<file path="config.mk">
export PLATFORM = sky130hd
export DESIGN_NAME = obi_rr_arbiter
export DESIGN_NICKNAME = d
export VERILOG_FILES = /design/src/rtl/obi_rr_arbiter.sv
export SDC_FILE = /design/constraint.sdc
export NUM_CORES = 1
export LEC_CHECK = 0
export BUFFER_PORTS_ARGS = -buffer_cell sky130_fd_sc_hd__buf_2
export CAP_MARGIN = 10
export CORE_AREA = 2 2 169 171
export CTS_CLUSTER_SIZE = 14
export DETAILED_ROUTE_END_ITERATION = 12
export DIE_AREA = 0 0 171 173
export MAX_ROUTING_LAYER = met4
export PLACE_DENSITY_LB_ADDON = 0.08
export RECOVER_POWER = 50
export SLEW_MARGIN = 20
export SYNTH_ARGS = -nofsm -noshare
export SYNTH_HDL_FRONTEND = slang
export SYNTH_SLANG_ARGS = --single-unit
</file>
<file path="constraint.sdc">
create_clock -name clk_i -period 3.89 [get_ports clk_i]
set_input_delay 0.778 -clock clk_i [delete_from_list [all_inputs] [get_ports clk_i]]
set_output_delay 0.778 -clock clk_i [all_outputs]
set_load 0.05 [all_outputs]
</file>
<file path="src/rtl/obi_rr_arbiter.sv">
// obi_rr_arbiter: round-robin OBI arbiter with an in-order ID FIFO that routes responses back to their masters
module obi_rr_arbiter #(
    parameter int NUM_MASTERS     = 4,
    parameter int ADDR_WIDTH      = 32,
    parameter int DATA_WIDTH      = 32,
    parameter int MAX_OUTSTANDING = 8
) (
    input  logic                              clk_i,
    input  logic                              rst_i,
    input  logic [NUM_MASTERS-1:0]            m_req_i,
    input  logic [NUM_MASTERS-1:0]            m_we_i,
    input  logic [NUM_MASTERS*ADDR_WIDTH-1:0] m_addr_i,
    input  logic [NUM_MASTERS*DATA_WIDTH/8-1:0] m_be_i,
    input  logic [NUM_MASTERS*DATA_WIDTH-1:0] m_wdata_i,
    output logic [NUM_MASTERS-1:0]            m_gnt_o,
    output logic [NUM_MASTERS-1:0]            m_rvalid_o,
    output logic [DATA_WIDTH-1:0]             m_rdata_o,
    output logic                              s_req_o,
    output logic                              s_we_o,
    output logic [ADDR_WIDTH-1:0]             s_addr_o,
    output logic [DATA_WIDTH/8-1:0]           s_be_o,
    output logic [DATA_WIDTH-1:0]             s_wdata_o,
    input  logic                              s_gnt_i,
    input  logic                              s_rvalid_i,
    input  logic [DATA_WIDTH-1:0]             s_rdata_i,
    output logic [$clog2(MAX_OUTSTANDING):0]  outstanding_o,
    output logic                              err_o
);
    localparam int IW = $clog2(NUM_MASTERS);
    localparam int AW = $clog2(MAX_OUTSTANDING);
    localparam int BW = DATA_WIDTH / 8;

    logic [IW-1:0] ptr, sel, rr_sel, idx, lock_idx;
    logic [IW-1:0] fifo_q [MAX_OUTSTANDING];
    logic [AW-1:0] wr_ptr, rd_ptr;
    logic [AW:0]   count;
    logic          lock, err, any_req, full, fire, pop;

    // Scan downward so the candidate closest to ptr is the last (winning) assignment.
    always_comb begin
        rr_sel = ptr;
        idx    = '0;
        for (int i = NUM_MASTERS - 1; i >= 0; i--) begin
            idx = IW'((int'(ptr) + i) % NUM_MASTERS);
            if (m_req_i[idx]) rr_sel = idx;
        end
    end

    assign sel           = lock ? lock_idx : rr_sel;
    assign any_req       = lock | (|m_req_i);
    assign full          = count == (AW+1)'(MAX_OUTSTANDING);
    assign s_req_o       = any_req & ~full & ~rst_i;
    assign fire          = s_req_o & s_gnt_i;
    assign pop           = s_rvalid_i & (count != '0) & ~rst_i;
    assign m_gnt_o       = fire ? NUM_MASTERS'(1) << sel : '0;
    assign m_rvalid_o    = pop ? NUM_MASTERS'(1) << fifo_q[rd_ptr] : '0;
    assign m_rdata_o     = s_rdata_i;
    assign s_we_o        = m_we_i[sel];
    assign s_addr_o      = m_addr_i[sel*ADDR_WIDTH +: ADDR_WIDTH];
    assign s_be_o        = m_be_i[sel*BW +: BW];
    assign s_wdata_o     = m_wdata_i[sel*DATA_WIDTH +: DATA_WIDTH];
    assign outstanding_o = count;
    assign err_o         = err;

    always_ff @(posedge clk_i) begin
        if (rst_i) begin
            ptr      <= '0;
            lock     <= 1'b0;
            lock_idx <= '0;
            wr_ptr   <= '0;
            rd_ptr   <= '0;
            count    <= '0;
            err      <= 1'b0;
        end else begin
            if (fire) ptr <= (sel == IW'(NUM_MASTERS - 1)) ? '0 : sel + 1'b1;
            if (fire) wr_ptr <= wr_ptr + 1'b1;
            if (pop) rd_ptr <= rd_ptr + 1'b1;
            lock <= (s_req_o & ~s_gnt_i) ? 1'b1 : fire ? 1'b0 : lock;
            if (s_req_o & ~s_gnt_i) lock_idx <= sel;
            count <= count + {{AW{1'b0}}, fire} - {{AW{1'b0}}, pop};
            if (s_rvalid_i & (count == '0)) err <= 1'b1;
        end
    end

    always_ff @(posedge clk_i) begin
        if (fire) fifo_q[wr_ptr] <= sel;
    end
endmodule

</file>
Word level (Yosys, flattened, before mapping)

Memories as Yosys holds them, arrays and structs flattened. A register that Yosys moved wholly into a read port is not among the register bits.
Index checks and enable logic that the tools add are counted.

Multiplexer cells: 24
Bitwise logic cells: 11
Reductions and logical operators: 4
Shifts and indexed selects: 5
Equal/unequal tests: 2
Order comparisons: 5
$add $sub $neg: 8
Multiply operators: 0
Divide/modulo/power cells: 0

Operators with widths:

| kind                  | number |
|---|---|
| $shiftx A128 B8 Y32   | 2 |
| $shiftx A16 B5 Y4     | 1 |
| $lt A2 B3 Y1 const B  | 5 |
| $mux W2               | 6 |
| $bmux W1 S2           | 5 |
| $mux W1               | 9 |
| $mux W4               | 2 |
| $shl A1 B2 Y4 const A | 2 |
| $and A1 B1 Y1         | 7 |
| $add A3 B1 Y3 const B | 2 |
| $mux W3               | 2 |
| $add A2 B1 Y2 const B | 2 |
| $add A2 B2 Y2 const B | 2 |
| $add A4 B1 Y4         | 1 |
| $eq A4 B4 Y1 const B  | 1 |
| $logic_not A4 Y1      | 1 |
| $reduce_bool A4 Y1    | 1 |
| $reduce_or A4 Y1      | 1 |
| $sub A4 B1 Y4         | 1 |
| $not A1 Y1            | 3 |
| $eq A2 B2 Y1 const B  | 1 |
| $reduce_bool A2 Y1    | 1 |
| $or A1 B1 Y1          | 1 |

Bits of input ports: 316
Memories kept: 1
Memory bits (writable): 16
Memory bits (read-only): 0
Bits in latches: 0
Flip-flop bits (word level): 16

Memory list:

| name   | words | width | read ports | clocked after memory_dff | write ports | RTL line | text |
|---|---|---|---|---|---|---|---|
| fifo_q | 8     | 2     | 1          | 1                        | 1           | 34       | `logic [IW-1:0] fifo_q [MAX_OUTSTANDING];` |

Logic depth before layout (Yosys ltp)

Gate-level depths: netlist of the first run.

Word-level depth: 10
Depth in mapped cells: 11

Least setup slack after synthesis of the first run

No wires, ideal clock.

Path type: input port to output port
Start: in m_req_i[0]
End: out s_addr_o[29]
Stages on the path: 7
Path buffers: 2
Arrival: 2.962 ns
Data required time: 3.112 ns
Path slack: 0.150 ns
Path through: nor2b_1 o21a_1 buf_2 o41ai_4 clkbuf_1 nand2_1 a31oi_1

Word-level cells in the longest chain between the ends: 8
Elaborated cells between the ends (all ways): 14
Those cells by class: shift (1); mux (13)

RTL lines:

| what                          | RTL line | text |
|---|---|---|
| start, declared               | 10       | `input logic [NUM_MASTERS-1:0] m_req_i,` |
| $bmux W1 S2                   | 45       | `if (m_req_i[idx]) rr_sel = idx;` |
| $mux W1 (not written as such) | 45       |  |
| $mux W2 (3 in series)         | 45       |  |
| $mux W2 (*)                   | 45       |  |
| $mux W2 (*)                   | 49       | `assign sel = lock ? lock_idx : rr_sel;` |
| net sel[0]                    | 33       | `logic [IW-1:0] ptr, sel, rr_sel, idx, lock_idx;` |
| $shiftx A128 B8 Y32 (*)       | 59       | `assign s_addr_o = m_addr_i[sel*ADDR_WIDTH +: ADDR_WIDTH];` |
| end, declared                 | 20       | `output logic [ADDR_WIDTH-1:0] s_addr_o,` |

Mark *: on every way through the listed nets, which the timed path passes. The rest lies on a longest branch. The select of a mux whose other input is x is not followed.

Worst setup path after layout of the first run

Start: in m_req_i[2]
End: out s_addr_o[23]

Word-level cells in the longest chain between the ends: 8
Elaborated cells between the ends (all ways): 14
Those cells by class: shift (1); mux (13)

RTL lines:

| what                          | RTL line |
|---|---|
| $bmux W1 S2                   | 45 |
| $mux W1 (not written as such) | 45 |
| $mux W2 (3 in series)         | 45 |
| $mux W2 (*)                   | 45 |
| $mux W2 (*)                   | 49 |
| $shiftx A128 B8 Y32 (*)       | 59 |

Every way passes the cells marked *; elsewhere a longest branch is shown, timed or not. The select of a mux whose other input is x is not followed.

==> metrics, run 1 <==
clock transition at the registers of the reported paths 0.05 ns; crit start category primary input; ys async rst share 0%; Synth area leader mux2i_1; total chip power just over 0.004 W; CP Capture Type primary output; gr ovfl total 0; wirelength, routed slightly above 30000 um; synthesized cell area 0.00562 mm2; CP max FO 32; Vias 7334; routability cong. 0.794; actual slew at the worst max-slew pin 0.904 ns; area of the multi-input gates 0.00420 mm2; H-tree Lvls 2; fin crit period between 3 and 4 ns; antenna viol nets, final 0; Unique masters post-synth 45; Placed Area 0.00782 mm2; CP delay by family, top compound AO/OA/AOI/OAI gates; PD cells a little over 500 mW/mm2; maxcap violations 0; slowest stage delay, CP 0.58 ns; CP required 3.11 ns; leak pwr around 3.4 nW; fmax 269 MHz; final cycle utilization of the critical path 95.6%; type of the worst min-delay path reg -> reg; Worst VDD drop ~0.00033 V; IO Pins 431; post-synthesis sequential area ratio 15.3%; Vias/cell 5.12; most numerous cell in the Yosys netlist nand2_1; Max-slew headroom 39.7%; initial antenna violation count 5; Yosys top cell area share ~13%; largest cells by area after synthesis mux2i_1 (13%), a32o_1 (12%), nand2_1 (9.7%); syn nets roughly 1100; crit path kind in -> out; Seq. cell area 865 um2; CTS tree yes; Post-CTS Setup Repair Bufs 0; Max Root-Sink Buffers 2; final setup fails 0; Detailed Place HPWL 22500 um; vias in the first global route 7380; Setup WS post-layout roughly 0.17 ns; Crit-path slowest cell o41ai_4; Slew Limit Fails 0; DRC viols 0; Final Skew 0.00630 ns; Final Hold Vio Count 0; Layout Area Growth over Synthesis 42.4%; CP arrival 2.94 ns; std cell rows 61; Commonest cells post-synth nand2_1 (146), clkbuf_1 (82), mux2i_1 (72), a31oi_1 (70); PortBufs 366; final std cell area, no fill 0.00800 mm2; root buffer cell clkbuf_16; 1st-pass router iterations 7; worst path cell trace buf_2 > buf_4 > nor2_1 > a211oi_4 > o41ai_4 > buf_12 > nand2_1 > a31oi_1 > buf_2; pre-CTS setup slack -0.0238 ns; Layout fillers 3162; flops & latches, synth 35; nets 1378; predominant post-synthesis flop cell dfxtp_1; Wirelength per Cell roughly 21 um; share of cells above drive strength 1 40.1%; Tot GR Track Use ~20%; Avg Inst Size Synth between 7 and 8 um2; Die Y 173 um; Clock Sinks 35; EDFF count, synth 16; die width roughly 170 um; Num CTS Buffers 5; most frequent CP cell buf_2; Starting Density 20.3%; Die Area 0.0296 mm2; synth warn 0; outcome completed; clk_lat worst skew 0.27 ns; core area ~0.028 mm2; Gate Count Post-Synth 767; RSZ-0062 raised after global routing false; largest net degree at the start of global routing 70; DR iter-0 viols 434; first-pass GRT wire length about 44000 um; CP bufs+invs 4
per-layer routing:
layer  GRT usage, %  vias to the layer above  part of all wire (%)
met5              -                        -                     0
met1           23.7                     3476                    41
met3           2.56                       29                   5.4
met2           35.2                      285                    52
met4           3.81                        0                   1.3
li1               -                     3544                     -
sequential cells by signal (all words and copies together) (netlist names), named ones only:
register,count
fifo_q,16
outstanding_o,4
rd_ptr,3
wr_ptr,3
lock_idx,2
ptr,2
err_o,1
lock,1
logic make-up (layout without fill, tap and decap cells):
| group | count (synthesis) | count (layout) | synth area share [%] |
|---|---|---|---|
| buffers and inverters | 137 | 419 | 11.6 |
| DFF | 35 | 35 | 15.3 |
| adders and majority gates | 13 | 13 | 3.03 |
| AOI/OAI and AO/OA | 233 | 234 | 32.7 |
| and+or+nand+nor | 266 | 266 | 21.8 |
| other | 0 | 4 | 0 |
| xor gates and xnor gates | 6 | 6 | 0.935 |
| muxes | 77 | 77 | 14.6 |
area by class of cell:
type                       instances  share of cell area, %
antenna                            4                  0.125
inverter                          10                  0.469
timing repair buffer             401                   28.4
sequential                        35                   10.8
tap                              378                   5.91
clock buffer                       7                   1.78
clock inverter                     1                 0.0625
multi-input combinational        596                   52.5
timing repair:
action | in CTS | in global routing
hold buffers | 0 | 0
gates resized for setup | 1 | 5
pin swaps | 0 | 1
gates cloned | 0 | 1
setup endpoints to repair | 1 | 40
stage by stage:
| stage | instances | util (%) | TNS [ns] | hold slack (ns) |
|---|---|---|---|---|
| 6_report | 1432 | 29.0 | 0 | 0.471 |
| 5_1_grt | 1432 | 29.0 | 0 | 0.509 |
| 4_1_cts | 1427 | 28.8 | 0 | 0.476 |
| 3_5_place_dp | 1419 | 28.3 | -0.0238 | 0.463 |
| 3_3_place_gp | 1419 | 28.3 | -0.0361 | 0.465 |
| 2_1_floorplan | 767 | - | 0 | 0.454 |
worst min-delay path, cell delays in order, from the launching register on:
cell     delay, ns
dfxtp_1       0.32
a31oi_1       0.04
nor2_1        0.07
worst paths after layout:
kind / start / to / slack, ns / cells after the start
hold reg to reg: err_o$_SDFFE_PP0P_ / err_o$_SDFFE_PP0P_ / 0.47 / 2
setup reg to reg: outstanding_o[1]$_SDFF_PP0_ / outstanding_o[2]$_SDFF_PP0_ / 1.09 / 10
hold / removal: err_o$_SDFFE_PP0P_ / err_o$_SDFFE_PP0P_ / 0.47 / 2
setup / recovery: m_req_i[2] / s_addr_o[23] / 0.17 / 9
report_power, final:
| part | switching (W) | internal (W) | total, W |
|---|---|---|---|
| Clock | 0.000138 | 0.000253 | 0.000391 |
| Sequential | 0.0000659 | 0.000447 | 0.000513 |
| Combinational | 0.00219 | 0.000932 | 0.00312 |
layout by cell type (no fill, tap or decap), drive strengths merged, types with 2 or more instances in the layout:
cell      n
nand3     6
nor2b     4
a31oi    70
inv      10
a211oi    2
diode     4
o21ai     4
and3      4
dfxtp    19
mux2i    72
ha       12
nand2b    5
mux4      4
buf     393
nand4    69
a21oi     9
a21o      2
clkbuf   15
o41ai     2
nor3      6
nor2     23
nand2   146
xor2      5
edfxtp   16
o31ai    69
a32o     69
Power figures use the tool's default switching activity.
==> run 2: changes to the inputs <==
Settings changed: CTS_BUF_LIST set to sky130_fd_sc_hd__clkbuf_4 sky130_fd_sc_hd__clkbuf_8, RECOVER_POWER 50 to 100.
==> run 2 against run 1 <==
Utilization is 0.21 points lower. Fmax is 0.42% lower. Sequential cell count stayed put. First-iteration DRC count is 1.8% higher. Largest power group unchanged. Die area stayed put. Worst setup slack worse by 0.016 ns. Critical path depth stayed put. Wire length is 0.15% lower. Clock skew is 0.0040 ns higher. Total power is 3.0% lower.
==> metrics, run 2 (synthesis gave the netlist of run 1 again) <==
outcome completed; Num CTS Buffers 5 (unchanged); Final Hold Vio Count 0 (unchanged); nets 1378 (unchanged); clock transition at the registers of the reported paths 0.07 ns (+0.02 ns); fmax 268 MHz (-0.42%); final std cell area, no fill 0.00794 mm2 (-0.73%); most frequent cells in the layout buf_2 (286), nand2_1 (146), mux2i_1 (72), a31oi_1 (70); final cell count without fillers 1432 (unchanged); WHS 0.475 ns (+0.00437 ns); Placed Area 0.00782 mm2 (unchanged); max reg flops 16 (unchanged); slowest stage delay, CP 0.57 ns (about the same); DRC viols 0 (unchanged); CP bufs+invs 4 (unchanged); CP required 3.11 ns (about the same); largest reg by FF count fifo_q; gr ovfl total 0 (unchanged); Max Root-Sink Buffers 2 (unchanged); antenna viol nets, final 0 (unchanged); 1st-pass router iterations 5 (-2); Tot GR Track Use 19.7% (-0.069 points); Vias/cell 5.15 (+0.60%); wirelength, routed 30500 um (-0.15%); final setup fails 0 (unchanged); Gate power share 79.8% (+2.3 points); Worst VDD drop 0.000323 V (-0.89%); final cycle utilization of the critical path 96.0% (+0.40 points); Net Sw Frac 61.1% (+1.7 points); H-tree Lvls 2 (unchanged); dpl cells 1419 (unchanged); sequential power share 13.1% (+0.3 points); maxcap violations 0 (unchanged); most common cell after layout, fill and taps aside buf_2; switching pwr 0.00238 W (-0.21%); first-pass GRT wire length 44400 um (about the same); total chip power 0.00390 W (-3.0%); Int Pwr 0.00152 W (-7.0%); routability cong. 0.794 (unchanged); crit start category primary input; worst path cell trace buf_2 > buf_4 > nor2_1 > a211oi_4 > o41ai_4 > buf_12 > nand2_1 > a31oi_1 > buf_2; std cell rows 61 (unchanged); IO Pins 431 (unchanged); vias in the first global route 7371 (-0.12%); largest net degree at the start of global routing 70 (unchanged); Detailed Place HPWL 22500 um (unchanged); PD cells 491 mW/mm2 (-2.3%); root buffer cell clkbuf_8; crit path kind in -> out; share of cells above drive strength 1 39.7% (-0.38 points); Die Y 173 um (unchanged); Vias 7378 (+0.60%); fin crit period 3.73 ns (+0.0157 ns); type of the worst min-delay path reg -> reg; clk_lat worst skew 0.28 ns (about the same); Slew Limit Fails 0 (unchanged); most frequent CP cell buf_2; Clk pwr share 7.1% (-2.6 points); hold buffers post-CTS 0 (unchanged); core area 0.0276 mm2 (unchanged); CP arrival 2.96 ns (+0.02 ns); RSZ-0062 raised after global routing false; Max-slew headroom 39.5% (-0.22 points); Post-CTS Setup Repair Bufs 0 (unchanged); leak pwr 3.35 nW (-0.74%); Layout Area Growth over Synthesis 41.3%; Crit-path slowest cell o41ai_4; die width 171 um (unchanged); Die Area 0.0296 mm2 (unchanged); CP max FO 32 (unchanged); Clock Sinks 35 (unchanged); CP Capture Type primary output; CTS tree yes; CP delay by family, top compound AO/OA/AOI/OAI gates; Wirelength per Cell 21.3 um (-0.15%); PortBufs 366 (unchanged); initial antenna violation count 5 (unchanged); Starting Density 20.3% (unchanged); actual slew at the worst max-slew pin 0.907 ns (+0.00331 ns); Final Skew 0.0103 ns (+0.00398 ns); DR iter-0 viols 442 (+1.8%)
## run 2: cell count changes in the layout (fill, tap and decap cells not counted)
cell,before,now
clkbuf_8,1,6
clkbuf_16,5,0
clkbuf_2,0,69
buf_2,360,286
clkbuf_1,9,13
clkbuf_4,0,1
## run 2: stage by stage
step / worst slack (ns) / utilization, % / setup TNS (ns)
6_report: 0.156 / 28.8 / 0
4_1_cts: 0.0253 / 28.7 / 0
2_1_floorplan: 0.150 / - / 0
3_5_place_dp: -0.0238 / 28.3 / -0.0238
3_3_place_gp: -0.0361 / 28.3 / -0.0361
5_1_grt: 0.0101 / 28.8 / 0
## run 2: layout make-up
cell class	count	area, um2
well taps	378	473
diodes	4	10.0
repair buffers	401	2260
multi-input cells	596	4200
fillers	3161	19700
clock inverters	1	5.00
inverters	10	37.5
flip-flops and latches	35	865
clock buffers	7	90.1
## run 2: timing repair
action	CTS	global route
pin swaps	0	1
endpoints found under the setup margin	1	40
gates cloned	0	1
gates resized for setup	1	5
## run 2: worst paths after layout
path | start | end | slack, ns | cells past startpoint
worst max-delay path | m_req_i[2] | s_addr_o[23] | 0.16 | 9
worst max register to register | outstanding_o[1]$_SDFF_PP0_ | outstanding_o[2]$_SDFF_PP0_ | 1.03 | 10
worst min-delay path | err_o$_SDFFE_PP0P_ | err_o$_SDFFE_PP0P_ | 0.48 | 2
worst min register to register | err_o$_SDFFE_PP0P_ | err_o$_SDFFE_PP0P_ | 0.48 | 2
## run 2: power groups by stage
stage               Clock [W]  Combinational [W]  Sequential [W]
floorplan                   0            0.00222        0.000557
global placement            0            0.00315        0.000523
detailed placement          0            0.00314        0.000520
CTS                  0.000282            0.00315        0.000514
global route         0.000294            0.00333        0.000522
finish               0.000275            0.00311        0.000512
## run 2: tightest hold or removal path, cell delays in order (launching register included)
cell,delay (ns)
dfxtp_1,0.33
a31oi_1,0.04
nor2_1,0.07
## run 2: routing by layer
layer	part of all wire (%)	global-route usage [%]
met5	0	-
met4	1.4	3.50
met3	5.6	2.49
met2	52	35.1
met1	41	23.8
